--- config.mk ---
export PLATFORM = sky130hd
export DESIGN_NAME = fifo_skew_control_flat
export DESIGN_NICKNAME = d
export VERILOG_FILES = /design/src/rtl/fifo_skew_control_if.sv /design/src/rtl/fifo_skew_control.sv /design/src/flat_wrapper.sv
export SDC_FILE = /design/constraint.sdc
export NUM_CORES = 1
export LEC_CHECK = 0
export CORE_MARGIN = 5
export CORE_UTILIZATION = 65
export CTS_CLUSTER_DIAMETER = 60
export DETAILED_ROUTE_END_ITERATION = 8
export PLACE_DENSITY = 0.95
export SYNTH_ARGS = -nofsm -noshare
export SYNTH_HDL_FRONTEND = slang
export SYNTH_SLANG_ARGS = --single-unit
--- constraint.sdc ---
create_clock -name clk -period 8.5 [get_ports clk]
set_clock_uncertainty 0.1 [all_clocks]
set_input_delay 1.7 -clock clk [delete_from_list [all_inputs] [get_ports clk]]
set_output_delay 1.7 -clock clk [all_outputs]
set_load 0.01 [all_outputs]
--- src/rtl/fifo_skew_control_if.sv ---
// Handshake bundle between the top-level controller and the skewed FIFO-enable sequencer.
// The stall signal exists only when FIFO_SKEW_STALL_EN is defined.
interface fifo_skew_control_if #(
    parameter int unsigned LANES = 16,
    parameter int unsigned LEN_W = 8
);
    logic             start;
    logic [LEN_W-1:0] len;
    logic             reverse;
`ifdef FIFO_SKEW_STALL_EN
    logic             stall;
`endif
    logic [LANES-1:0] fifo_en;
    logic             busy;
    logic             done;

`ifdef FIFO_SKEW_STALL_EN
    modport master (output start, len, reverse, stall, input fifo_en, busy, done);
    modport slave  (input start, len, reverse, stall, output fifo_en, busy, done);
`else
    modport master (output start, len, reverse, input fifo_en, busy, done);
    modport slave  (input start, len, reverse, output fifo_en, busy, done);
`endif
endinterface

--- src/rtl/fifo_skew_control.sv ---
// Skewed-enable sequencer: lane k is enabled for len cycles starting k cycles after the leading lane.
// Optional stall input is compiled in with FIFO_SKEW_STALL_EN.
module fifo_skew_control #(
    parameter int unsigned LANES = 16,
    parameter int unsigned LEN_W = 8
) (
    input logic               clk,
    input logic               reset,
    fifo_skew_control_if.slave bus
);
    localparam int unsigned TW = LEN_W + $clog2(LANES) + 1;

    typedef enum logic [0:0] {StIdle, StRun} state_e;

    state_e           state_q, state_d;
    logic [TW-1:0]    t_q, t_d;
    logic [LEN_W-1:0] len_q, len_d;
    logic             rev_q, rev_d;
    logic [LANES-1:0] en_q, en_d;
    logic             busy_q, busy_d;
    logic             done_q, done_d;
    logic             stall;
    logic             last_t;
    logic             start_ok;

`ifdef FIFO_SKEW_STALL_EN
    assign stall = bus.stall;
`else
    assign stall = 1'b0;
`endif

    // t_q indexes the pattern currently on fifo_en; the last one is LANES+len-2.
    assign last_t   = (t_q == TW'(LANES) + TW'(len_q) - TW'(2));
    assign start_ok = bus.start && (bus.len != '0);

    function automatic logic [LANES-1:0] lane_pattern(input logic [TW-1:0]    t,
                                                      input logic [LEN_W-1:0] l,
                                                      input logic             r);
        logic [LANES-1:0] p;
        logic [TW-1:0]    k;
        p = '0;
        for (int i = 0; i < LANES; i++) begin
            k    = r ? TW'(LANES - 1 - i) : TW'(i);
            p[i] = (k <= t) && (t < k + TW'(l));
        end
        return p;
    endfunction

    always_ff @(posedge clk) begin
        if (reset) begin
            state_q <= StIdle;
        end else begin
            state_q <= state_d;
        end
    end

    always_comb begin
        state_d = state_q;
        case (state_q)
            StIdle:  if (start_ok) state_d = StRun;
            StRun:   if (!stall && last_t) state_d = StIdle;
            default: state_d = StIdle;
        endcase
    end

    always_comb begin
        t_d    = t_q;
        len_d  = len_q;
        rev_d  = rev_q;
        en_d   = '0;
        busy_d = 1'b0;
        done_d = 1'b0;
        case (state_q)
            StIdle: begin
                if (start_ok) begin
                    len_d  = bus.len;
                    rev_d  = bus.reverse;
                    t_d    = '0;
                    en_d   = lane_pattern('0, bus.len, bus.reverse);
                    busy_d = 1'b1;
                end else if (bus.start) begin
                    // Zero-length request completes immediately without running.
                    done_d = 1'b1;
                end
            end
            StRun: begin
                if (stall) begin
                    busy_d = 1'b1;
                end else if (last_t) begin
                    done_d = 1'b1;
                    t_d    = '0;
                end else begin
                    t_d    = t_q + TW'(1);
                    en_d   = lane_pattern(t_q + TW'(1), len_q, rev_q);
                    busy_d = 1'b1;
                end
            end
            default: ;
        endcase
    end

    always_ff @(posedge clk) begin
        if (reset) begin
            t_q    <= '0;
            len_q  <= '0;
            rev_q  <= 1'b0;
            en_q   <= '0;
            busy_q <= 1'b0;
            done_q <= 1'b0;
        end else begin
            t_q    <= t_d;
            len_q  <= len_d;
            rev_q  <= rev_d;
            en_q   <= en_d;
            busy_q <= busy_d;
            done_q <= done_d;
        end
    end

    assign bus.fifo_en = en_q;
    assign bus.busy    = busy_q;
    assign bus.done    = done_q;
endmodule

--- src/flat_wrapper.sv ---
// flat-port wrapper written by rule: the top's interface ports become plain ports
module fifo_skew_control_flat 
#(
    parameter int unsigned LANES = 16,
    parameter int unsigned LEN_W = 8
)
  (clk, reset, bus_start, bus_len, bus_reverse, bus_fifo_en, bus_busy, bus_done);
  fifo_skew_control_if #(.LANES(LANES), .LEN_W(LEN_W)) bus_i ();
  input logic clk;
  input logic reset;
  input wire logic [$bits(bus_i.start)-1:0] bus_start;
  input wire logic [$bits(bus_i.len)-1:0] bus_len;
  input wire logic [$bits(bus_i.reverse)-1:0] bus_reverse;
  output wire logic [$bits(bus_i.fifo_en)-1:0] bus_fifo_en;
  output wire logic [$bits(bus_i.busy)-1:0] bus_busy;
  output wire logic [$bits(bus_i.done)-1:0] bus_done;
  assign bus_i.start = bus_start;
  assign bus_i.len = bus_len;
  assign bus_i.reverse = bus_reverse;
  assign bus_fifo_en = bus_i.fifo_en;
  assign bus_busy = bus_i.busy;
  assign bus_done = bus_i.done;
  fifo_skew_control #(.LANES(LANES), .LEN_W(LEN_W)) u_core (.clk(clk), .reset(reset), .bus(bus_i));
endmodule
==> metrics.txt <==
commonest non-fill, non-tap cell in the layout ha_1; kind of critical path flip-flop to flip-flop; H-tree depth 2; reg2reg start u_core.len_q[5]; Peak Freq 0.194 GHz; io pins 30; MaxCap Viol Count 0; sequential fraction of the synthesis area 11.7%; share of layout cells above drive strength 1 4.62%; Switching Fraction 41.5%; Worst setup startpoint u_core.len_q[5]; Worst VDD drop 0.0600 mV; Post-synth EDFFs 0; area of the mapped netlist between 0.006 and 0.007 mm^2; critical path's largest stage delay 1.06 ns; worst relative slew slack ~22%; GRT Overall Usage a little under a third; clock root cell clkbuf_8; initial antenna violation count 0; crit path max fanout 20; fraction of registers with async set or reset after synthesis 0%; die area 0.0127 mm^2; CTS hold repair buffers 0; max-slew violations 0; met3 Use GR 5.50%; Final GP Congestion 0.974; hold_sp u_core.t_q[1]; # resized after CTS 0; crit path capture type flip-flop; met1 Resource Use GR 40.6%; Hold WS ~0.47 ns; Hold Vio Cnt, Final 0; Initial Utilization 66.4%; Leak Pwr 3.12 nW; Critical Path AT 5.20 ns; run status completed; Synth Flop Type dfxtp_1; clk_lat worst skew roughly 0.33 ns; Synth Instances about 870; GRT overflow 0; sequential share of power 27.3%; Comb power frac approximately half; first-pass GRT wire length 33.3 mm; DRT antenna net count 0; DRC Markers 0; Syn Nets a little over 1000; synth top area cells ha_1 (25%), dfxtp_1 (12%), xnor2_1 (7.9%), o21ai_0 (4.7%), xor2_1 (4.3%); PD cells 105 mW/mm^2; WL/cell 19.8 um; Int Power between 400 and 500 uW; RSZ-0062 raised after global routing no; PortBufs 29; nets 1019; DRT Wirelength 19.8 mm; worst-path cell chain ha_1 -> and3_1 -> nor4_1 -> nor3_1 -> mux2i_1 -> nor4_1 -> or2_1 -> o31ai_1; post-DP HPWL 14.2 mm; CTS clock-pin slew for the worst setup and hold paths 0.09 ns; DRT iter0 DRCs 906; measured slew at the worst slew-check pin 1.16 ns; via count 6845; Max clock buf depth 2; TNS Setup 0 ns; Yosys warnings 0; Area growth syn-to-layout 6.46%; post-synthesis register bit count 40; Worst setup SP type flip-flop; Final min period 5.15 ns; diodes inserted 0; synth unique cells 65; clock sinks 40; vias per cell 6.84; busiest grt layer met2; grt met2 use 50.5%; DRT Pass-1 Iters 6; post-CTS setup buffer count 0; most frequent cells in the layout ha_1 (137), nand2_1 (68), o21ai_0 (65), xnor2_1 (62), a21oi_1 (57); post-synth top area share between 20% and 30%; Num CTS Buffers 5; final setup violation count 0; Die Wd 113 um; Period Utilization, post-route 60.6%; core area 0.0103 mm^2; Syn Area/Cell between 7 and 8 um^2; Die Height 113 um; Req. time, crit path 8.55 ns; vias in the first global route between 6000 and 7000; slowest library cell on the worst path dfxtp_1; cell mode on critical path nor4_1; Rows 37; leading area contributor after synthesis ha_1; pin count of the biggest net entering global routing 38; Clk pwr share 23.4%; CTS tree done; min-delay worst type flip-flop to flip-flop; sw power between 300 and 400 uW
## routing by layer
layer | routed length [um] | part of all wire (%)
met1 | 7790 | 39
met2 | 8840 | 45
met3 | 2210 | 11
met4 | 966 | 4.9
met5 | 0 | 0
## cell families (layout without fill, tap and decap cells)
logic type / Yosys count / count (layout) / share of synthesized area (%)
AOI/OAI and AO/OA: 256 / 256 / 24.6
xor gates and xnor gates: 98 / 98 / 12.8
DFF: 40 / 40 / 11.7
and+or+nand+nor: 228 / 228 / 17.3
adders and majority gates: 143 / 143 / 26.8
muxes: 8 / 8 / 1.19
buffers and inverters: 94 / 92 / 5.59
## final cells by class
| class | instances | area, um^2 |
|---|---|---|
| multi-input combinational | 733 | 5670 |
| fill | 737 | 3030 |
| sequential | 40 | 801 |
| timing repair buffer | 39 | 365 |
| tap | 136 | 170 |
| inverter | 45 | 169 |
| clock buffer | 6 | 82.6 |
| clock inverter | 2 | 38.8 |
## Yosys cell counts, types with 10 or more instances
| cell | instances |
|---|---|
| nand3_1 | 33 |
| inv_1 | 45 |
| nor2_1 | 48 |
| dfxtp_1 | 40 |
| ha_1 | 137 |
| o21a_1 | 14 |
| a2111oi_0 | 11 |
| o21ai_0 | 65 |
| o21bai_1 | 16 |
| xnor2_1 | 62 |
| nand2b_1 | 10 |
| xor2_1 | 34 |
| a21oi_1 | 57 |
| nand2_1 | 68 |
| a21o_1 | 36 |
| clkbuf_1 | 31 |
## sequential cells by signal, indices dropped and copies added, names as in the netlist
name and flops:
u_core.rev_q 1, u_core.bus.fifo_en 16, u_core.bus.busy 1, u_core.len_q 8, u_core.bus.done 1, u_core.t_q 13
## metrics by stage
step                power, mW  setup WS [ns]  cells  instance area (um^2)  util, %
detailed placement      0.574           3.53    993                  7170     69.5
global route            0.808           3.21   1001                  7300     70.7
global placement        0.558           3.72    993                  7170     69.5
floorplan               0.480           4.73    867                  6850        -
CTS                     0.753           3.52   1001                  7300     70.7
finish                  0.767           3.35   1001                  7300     70.7
## path summary, 6_finish.rpt
kind	endpoint	slack [ns]	cells past startpoint
setup / recovery	u_core.bus.fifo_en[0]	3.35	8
setup reg to reg	u_core.bus.fifo_en[0]	3.35	8
hold / removal	u_core.t_q[1]	0.47	2
hold reg to reg	u_core.t_q[1]	0.47	2
## power groups by stage
stage	Combinational (mW)	Sequential [mW]	Clock, mW
3_5_place_dp	0.361	0.213	0
4_1_cts	0.366	0.209	0.178
2_1_floorplan	0.272	0.208	0
5_1_grt	0.411	0.211	0.186
6_report	0.378	0.210	0.180
3_3_place_gp	0.345	0.213	0
## critical path, delay by kind of cell, from the launching register on
kind            cells  cell delay, ns
compound gates      1            0.22
mux                 1            0.13
flops               1            1.06
simple gates        5            2.54
fa+ha+maj           1            0.94
Note: power is estimated with default switching activity, not from simulation.
